File: src/rtl/nic_fifo.sv
// nic_fifo: network interface controller between a processor register port
// and one router port. Two independent circular FIFOs decouple the sides:
//   inject FIFO: processor -> network (INJ_DEPTH entries)
//   eject  FIFO: network -> processor (EJ_DEPTH entries)
// Each FIFO has an occupancy count. Sticky overflow (inject) and underflow
// (eject) flags are set on illegal accesses and cleared by a status write.
//
// Ports:
//   clk           clock, rising edge
//   reset         asynchronous active-high reset, clears all state
//   addr          register select: 00 eject data, 01 eject status,
//                 10 inject data, 11 inject status
//   d_in          processor write data
//   d_out         processor read data (combinational, 0 when nicEn=0)
//   nicEn         access enable
//   nicWrEn       1 = write, 0 = read
//   net_so        inject flit valid to router
//   net_ro        router ready for the inject flit
//   net_do        inject FIFO head (0 when empty)
//   net_polarity  current router polarity (even/odd virtual channel)
//   net_si        eject flit valid from router
//   net_ri        NIC ready to accept an eject flit
//   net_di        eject flit data
//
// Status word layout: [DATA_W-1] = non-empty (eject) / full (inject),
// [DATA_W-2] = sticky error flag, [CNT_W-1:0] = entry count, rest 0.
module nic_fifo #(
  parameter int DATA_W    = 64,
  parameter int INJ_DEPTH = 4,
  parameter int EJ_DEPTH  = 4
) (
  input  logic              clk,
  input  logic              reset,
  input  logic [1:0]        addr,
  input  logic [DATA_W-1:0] d_in,
  output logic [DATA_W-1:0] d_out,
  input  logic              nicEn,
  input  logic              nicWrEn,
  output logic              net_so,
  input  logic              net_ro,
  output logic [DATA_W-1:0] net_do,
  input  logic              net_polarity,
  input  logic              net_si,
  output logic              net_ri,
  input  logic [DATA_W-1:0] net_di
);

  localparam int MAX_DEPTH = (INJ_DEPTH > EJ_DEPTH) ? INJ_DEPTH : EJ_DEPTH;
  localparam int CNT_W     = $clog2(MAX_DEPTH + 1);
  localparam int INJ_AW    = $clog2(INJ_DEPTH);
  localparam int EJ_AW     = $clog2(EJ_DEPTH);

  localparam logic [CNT_W-1:0] INJ_FULL_CNT = CNT_W'(INJ_DEPTH);
  localparam logic [CNT_W-1:0] EJ_FULL_CNT  = CNT_W'(EJ_DEPTH);

  // Inject FIFO state
  logic [DATA_W-1:0] inj_mem [INJ_DEPTH];
  logic [INJ_AW-1:0] inj_head, inj_tail;
  logic [CNT_W-1:0]  inj_cnt;
  logic              ovf_flag;

  // Eject FIFO state
  logic [DATA_W-1:0] ej_mem [EJ_DEPTH];
  logic [EJ_AW-1:0]  ej_head, ej_tail;
  logic [CNT_W-1:0]  ej_cnt;
  logic              unf_flag;

  logic inj_empty, inj_full, inj_push, inj_pop;
  logic ej_empty, ej_full, ej_push, ej_pop;
  logic proc_push_req, proc_pop_req, clr_ovf, clr_unf;
  logic [DATA_W-1:0] inj_status, ej_status;

  // ---------------------------------------------------------------------------
  // Decode and handshakes. Fullness/emptiness are the pre-edge values, so a
  // push into a full inject FIFO is dropped even if the router pops in the
  // same cycle.
  // ---------------------------------------------------------------------------
  assign inj_empty = (inj_cnt == '0);
  assign inj_full  = (inj_cnt == INJ_FULL_CNT);
  assign ej_empty  = (ej_cnt == '0);
  assign ej_full   = (ej_cnt == EJ_FULL_CNT);

  assign proc_push_req = nicEn && nicWrEn  && (addr == 2'b10);
  assign proc_pop_req  = nicEn && !nicWrEn && (addr == 2'b00);
  assign clr_unf       = nicEn && nicWrEn  && (addr == 2'b01) && d_in[0];
  assign clr_ovf       = nicEn && nicWrEn  && (addr == 2'b11) && d_in[0];

  assign inj_push = proc_push_req && !inj_full;
  assign ej_pop   = proc_pop_req && !ej_empty;

  // The head is only offered when its VC bit disagrees with the router's
  // current polarity; a mismatching head blocks everything behind it.
  assign net_do  = inj_empty ? '0 : inj_mem[inj_head];
  assign net_so  = !inj_empty && (net_do[0] != net_polarity);
  assign inj_pop = net_so && net_ro;

  assign net_ri  = !ej_full;
  assign ej_push = net_si && !ej_full;

  // ---------------------------------------------------------------------------
  // Storage. Pointers wrap naturally because depths are powers of two.
  // ---------------------------------------------------------------------------
  // NOTE: the data arrays have no reset; stale entries are never visible
  // because every read path is masked by the empty flag.
  always_ff @(posedge clk) begin
    if (inj_push) inj_mem[inj_tail] <= d_in;
    if (ej_push)  ej_mem[ej_tail]   <= net_di;
  end

  // NOTE: sequential state uses non-blocking assignments so every register
  // samples pre-edge values regardless of statement order.
  always_ff @(posedge clk or posedge reset) begin
    if (reset) begin
      inj_head <= '0;
      inj_tail <= '0;
      inj_cnt  <= '0;
    end else begin
      if (inj_push) inj_tail <= inj_tail + INJ_AW'(1);
      if (inj_pop)  inj_head <= inj_head + INJ_AW'(1);
      case ({inj_push, inj_pop})
        2'b10:   inj_cnt <= inj_cnt + CNT_W'(1);
        2'b01:   inj_cnt <= inj_cnt - CNT_W'(1);
        default: ;
      endcase
    end
  end

  always_ff @(posedge clk or posedge reset) begin
    if (reset) begin
      ej_head <= '0;
      ej_tail <= '0;
      ej_cnt  <= '0;
    end else begin
      if (ej_push) ej_tail <= ej_tail + EJ_AW'(1);
      if (ej_pop)  ej_head <= ej_head + EJ_AW'(1);
      case ({ej_push, ej_pop})
        2'b10:   ej_cnt <= ej_cnt + CNT_W'(1);
        2'b01:   ej_cnt <= ej_cnt - CNT_W'(1);
        default: ;
      endcase
    end
  end

  // Sticky error flags. Set and clear come from different addresses, so they
  // can never collide in one cycle.
  always_ff @(posedge clk or posedge reset) begin
    if (reset) begin
      ovf_flag <= 1'b0;
      unf_flag <= 1'b0;
    end else begin
      if (proc_push_req && inj_full) ovf_flag <= 1'b1;
      else if (clr_ovf)              ovf_flag <= 1'b0;

      if (proc_pop_req && ej_empty)  unf_flag <= 1'b1;
      else if (clr_unf)              unf_flag <= 1'b0;
    end
  end

  // ---------------------------------------------------------------------------
  // Processor read path
  // ---------------------------------------------------------------------------
  // NOTE: every always_comb output gets a default first so no path can
  // leave it unassigned and infer a latch.
  always_comb begin
    ej_status               = '0;
    ej_status[DATA_W-1]     = !ej_empty;
    ej_status[DATA_W-2]     = unf_flag;
    ej_status[CNT_W-1:0]    = ej_cnt;

    inj_status              = '0;
    inj_status[DATA_W-1]    = inj_full;
    inj_status[DATA_W-2]    = ovf_flag;
    inj_status[CNT_W-1:0]   = inj_cnt;
  end

  always_comb begin
    d_out = '0;
    if (nicEn) begin
      case (addr)
        2'b00: d_out = ej_empty ? '0 : ej_mem[ej_head];
        2'b01: d_out = ej_status;
        2'b10: d_out = inj_empty ? '0 : inj_mem[inj_head];
        2'b11: d_out = inj_status;
        default: d_out = '0;
      endcase
    end
  end

endmodule

File: config.mk
export PLATFORM = sky130hd
export DESIGN_NAME = nic_fifo
export DESIGN_NICKNAME = d
export VERILOG_FILES = /design/src/rtl/nic_fifo.sv
export SDC_FILE = /design/constraint.sdc
export NUM_CORES = 1
export LEC_CHECK = 0
export CORE_MARGIN = 10
export CORE_UTILIZATION = 51
export CTS_BUF_LIST = sky130_fd_sc_hd__clkbuf_16
export CTS_CLUSTER_DIAMETER = 80
export DETAILED_ROUTE_END_ITERATION = 10
export DONT_BUFFER_PORTS = 1
export PLACE_DENSITY = 0.78
export SETUP_SLACK_MARGIN = 0.2
export SYNTH_ARGS = -nofsm -noshare
export SYNTH_HDL_FRONTEND = slang
export SYNTH_SLANG_ARGS = --single-unit
File: constraint.sdc
create_clock -name clk -period 8.4 [get_ports clk]
set_input_delay 1.68 -clock clk [delete_from_list [all_inputs] [get_ports clk]]
set_output_delay 1.68 -clock clk [all_outputs]
set_load 0.03 [all_outputs]
# After elaboration in Yosys (flattened, before gate mapping)
# Memories as Yosys holds them, arrays and structs flattened.
# Index checks and enable logic that the tools add are counted.
totals:
  register_bits: 16
  mem_bits_rw: 512
  input_bits: 137
  word_cells: 69
  n_memories: 2
classes:
  n_addsub: 8
  n_eq_ne: 10
  n_mux: 14
  n_reduce_logical: 27
memory_table:
  columns: ["memory", "words", "width", "rd", "rd_ports_with_merged_regs", "write_ports", "line", "text"]
  rows:
  - ["ej_mem", 4, 64, 1, 0, 1, "63", "logic [DATA_W-1:0] ej_mem [EJ_DEPTH];"]
  - ["inj_mem", 4, 64, 1, 0, 1, "57", "logic [DATA_W-1:0] inj_mem [INJ_DEPTH];"]
op_table:
  columns: ["op", "count"]
  rows:
  - ["$pmux 64 s4", 1]
  - ["$mux 64", 3]
  - ["$logic_and 1x1->1", 15]
  - ["$pmux 3 s2", 2]
  - ["$add 2x1->2 const B", 4]
  - ["$eq 2x2->1 const B", 4]
  - ["$mux 1", 8]
  - ["$reduce_bool 2->1", 4]
  - ["$add 3x1->3 const B", 2]
  - ["$eq 2x1->1 const B", 3]
  - ["$eq 3x3->1 const B", 2]
  - ["$logic_not 3->1", 2]
  - ["$sub 3x1->3 const B", 2]
  - ["$logic_not 1->1", 5]
  - ["$logic_not 2->1", 1]
  - ["$ne 1x1->1", 1]

# Logic depth before layout (Yosys ltp)
depth:
  depth_word: 7
  mapped_depth: 10

# Worst setup path after synthesis
# Ideal clock, no wire load.
synth_timing:
  path_kind: "in2out"
  start: "input port addr[1]"
  end: "output port d_out[11]"
  arrival_ns: 3.127
  path_slack_ns: 3.593
  stages: 6
  path_buffers: 3
  cell_sequence: "buf_2 > nor2b_1 > clkbuf_1 > clkbuf_1 > a22oi_1 > nor2b_1"
synth_between:
  elab_chain_len: 3
  elab_cells_between_ends: 6
  cone_classes: "3 x eq/ne; 2 x mux; 1 x reduce/logical"
synth_rtl:
  columns: ["item", "line", "text"]
  rows:
  - ["from (decl)", "34", "input logic [1:0] addr,"]
  - ["$eq 2x2->1, or another cell as far along", "179", "case (addr)"]
  - ["$pmux 64 s4 *", "179", null]
  - ["$mux 64 *", "178", "if (nicEn) begin"]
  - ["to (decl)", "36", "output logic [DATA_W-1:0] d_out,"]
# Mark *: on every way between the ends. The rest lies on a longest branch, timed or not.

# Final worst setup path
layout_timing:
  start: "register inj_head[0]"
  end: "output port d_out[40]"
layout_between:
  elab_chain_len: 4
layout_rtl:
  columns: ["item", "line", "text"]
  rows:
  - ["from (decl)", "58", "logic [INJ_AW-1:0] inj_head, inj_tail;"]
  - ["from (signal assigned)", "119", "if (inj_pop) inj_head <= inj_head + INJ_AW'(1);"]
  - ["$mem_v2 4x64", null, null]
  - ["$mux 64", null, null]
  - ["named net net_do[40]", "41", "output logic [DATA_W-1:0] net_do,"]
  - ["$pmux 64 s4", "179", null]
  - ["$mux 64", "178", null]
# The timed path passes the listed nets, and every way through them passes these cells.

==> impl_metrics.yaml <==
outcome:
  outcome: "finished, final reports clean"
flow_run:
  maxCapViolations: 0
final_layout:
  antenna_cells: 0
  finalNonFillerCells: 1573
  synthToLayoutAreaGrowth_pct: 10.95
  regArea_sq_um: 15790
  layout_commonest_cell: "edfxtp_1"
  multi_input_area_sq_um: 4796
  mostFrequentLayoutCells: "edfxtp_1, mux4_2, and2_1, a22oi_1, clkbuf_16"
  drive_above_1_share: 0.2195
  fill_cells: 2837
  nNetsFinal: 1153
worst_setup_path:
  slowest_stage: "dfrtp_4"
  critPathArrivalTime_ns: 3.88
  required_ns: 6.72
  cp_cell_sequence: "buf_4 -> mux4_2 -> and2_1 -> a22oi_1 -> nor2b_1"
  startpoint: "inj_head[0]"
  critPathCaptureType: "output pin"
  worst-path-max-fanout: 36
  cpLargestDelayFamily: "simple AND/OR/NAND/NOR gates"
  critPathBufInv: 1
  critPathLaunchType: "flop"
  crit-reg2reg-launch: "inj_head[1]"
  max_stage_delay_ns: 0.89
  critical_path_class: "reg -> out"
floorplan:
  die_y_um: 222.1
  coreArea_sq_um: 40100
  start_util: 0.5196
  die_area_sq_um: 49340
  die_w_um: 222.1
  num_rows: 73
  io_pins: 267
route:
  wl_um: 47320
  viasPerCell: 6.222
  vias: 9787
  drt-wirelength-per-cell_um: 30.09
  ant_nets: 0
  drtPass1Iterations: 5
  drt_iter0_markers: 973
  drc: 0
placed_design:
  placed_cells: 1475
  gp_congestion: 0.7376
  place_ws_ns: 2.855
  io_buffers: 0
  dp_hpwl_um: 28690
cts:
  clockBufferDepth: 3
  postCtsHoldBufs: 0
  cts_setup_buffers: 0
  clock_latency_ns: 0.58
  tritoncts: "yes"
  cts.clk_slew.worst_paths_ns: 0.06
  cts_resized: 0
  htreeDepth: 2
  cts_root_buffer: "clkbuf_16"
  clock-sinks: 528
  numCtsBuffers: 52
grt:
  grt_max_degree: 66
  grt_overflow: 0
  grt_antenna_before_repair: 0
  grt_pass1_vias: 10440
  grt_pass1_wl_um: 70260
  grt_usage: 0.1909
timing:
  tns_ns: 0
  slew-limit-headroom: 0.1139
  period_minus_slack_ns: 5.559
  hold_viol: 0
  setup_viol: 0
  fmax_ghz: 0.1799
  fin_ws_ns: 2.841
  min_period_over_period: 0.6618
  tightest_slew_ns: 1.324
  skew_ns: 0.02272
  grt_setup_unrepaired: "no"
  maxSlewViolCount: 0
yosys:
  synth_edf_count: 512
  postSynthAreaPerCell_sq_um: 20.88
  synth_area_leader_cell: "edfxtp_1"
  yosysSeqAreaShare: 0.7571
  syn-cell-area_sq_um: 20840
  ys_ff_latch: 528
  synth_fp_nets: 1147
  synth_flop_cell: "edfxtp_1"
  synthesis.instances: 998
  ys_top_cells_by_area: "edfxtp_1, mux4_2, a22oi_1"
  yosysTopAreaCellShare: 0.7379
  synth_cell_type_count: 39
  ys_async_sr_fraction: 0.03030
  synth_warnings: 0
power:
  p_switching_mw: 2.719
  ir_drop_mv: 0.2011
  p_leak_nw: 7.318
  power_density_nw_per_um2: 356.9
  p_int_mw: 5.531
  power_frac_clock: 0.286
  power_frac_seq: 0.429
  swShare: 0.3296
  combPwrFrac: 0.285
hold_path:
  hold_class: "reg -> reg"
  min-delay-start: "unf_flag"
==> registers in the layout, summed over array words and instances (netlist names) <==
signal	flops
inj_mem	256
ovf_flag	1
unf_flag	1
inj_tail	2
ej_head	2
ej_cnt	3
inj_head	2
ej_tail	2
ej_mem	256
inj_cnt	3
==> power by group through the flow <==
stage | Combinational, mW | Clock (mW) | Sequential [mW]
global placement | 2.37 | 0 | 3.58
detailed placement | 2.38 | 0 | 3.61
floorplan | 2.04 | 0 | 3.37
CTS | 2.39 | 2.41 | 3.56
global route | 2.49 | 2.52 | 3.59
finish | 2.35 | 2.36 | 3.54
==> metal layers <==
layer  routed length [um]  GRT usage  share of wire
met2                24090     0.3225           0.51
met5                    0          0              0
met3                 5164    0.07501           0.11
met1                17230     0.2219           0.36
met4                  847    0.05358          0.018
==> final timing paths <==
kind                       cells after the start  slack, ns     endpoint
max                                            5       2.84    d_out[40]
min                                            2       0.52     unf_flag
max reg2reg                                   10       4.87   inj_cnt[2]
min reg2reg                                    2       0.52     unf_flag
max in group asynchronous                      1       6.85  inj_head[0]
min in group asynchronous                      1       1.07  inj_head[1]
==> stage by stage <==
| step | util | power (mW) | hold slack, ns | area [sq um] |
|---|---|---|---|---|
| after CTS | 0.5765 | 8.356 | 0.5138 | 23120 |
| after global placement | 0.5327 | 5.950 | 0.4821 | 21360 |
| final | 0.5765 | 8.250 | 0.5217 | 23120 |
| after global routing | 0.5765 | 8.597 | 0.5342 | 23120 |
| after detailed placement | 0.5327 | 5.993 | 0.4907 | 21360 |
| after floorplan | - | 5.413 | 0.4579 | 20840 |
==> synthesized netlist by cell type (all sizes together) (2+ instances only) <==
library cell and instances:
a22oi 59, inv 13, xor2 7, nor2 22, nand2 14, mux2 2
a221oi 4, mux2i 4, or3 2, mux4 128, nor2b 48, edfxtp 512
clkbuf 33, nor3 4, nor3b 2, buf 24, and3 5, fa 2
o211ai 2, dfrtp 16, xnor2 6, ha 10, and2 69
==> area by class of cell <==
cell class,count,area share
timing repair buffer,9,0.002923
clock buffer,53,0.05737
sequential,528,0.6830
inverter,13,0.002111
tap,525,0.02842
clock inverter,45,0.01867
multi-input combinational,400,0.2075
==> cells by family after synthesis <==
| logic type | share of synthesized area |
|---|---|
| AOI/OAI and AO/OA | 0.02588 |
| muxes | 0.1414 |
| and+or+nand+nor | 0.04738 |
| buffers and inverters | 0.01489 |
| xor gates and xnor gates | 0.005465 |
| DFF | 0.7571 |
| adders and majority gates | 0.007927 |
==> worst reg2reg max path, stage by stage (launching register included) <==
cell and delay (ns):
dfrtp_4 0.75, buf_4 0.68, mux4_2 0.46, xnor2_1 0.18, nor3b_2 0.29, ha_1 0.25, inv_1 0.06, fa_1 0.37
xor2_1 0.15, nor2_1 0.11, xor2_1 0.16
No activity file was read; power rests on OpenSTA's default activity.
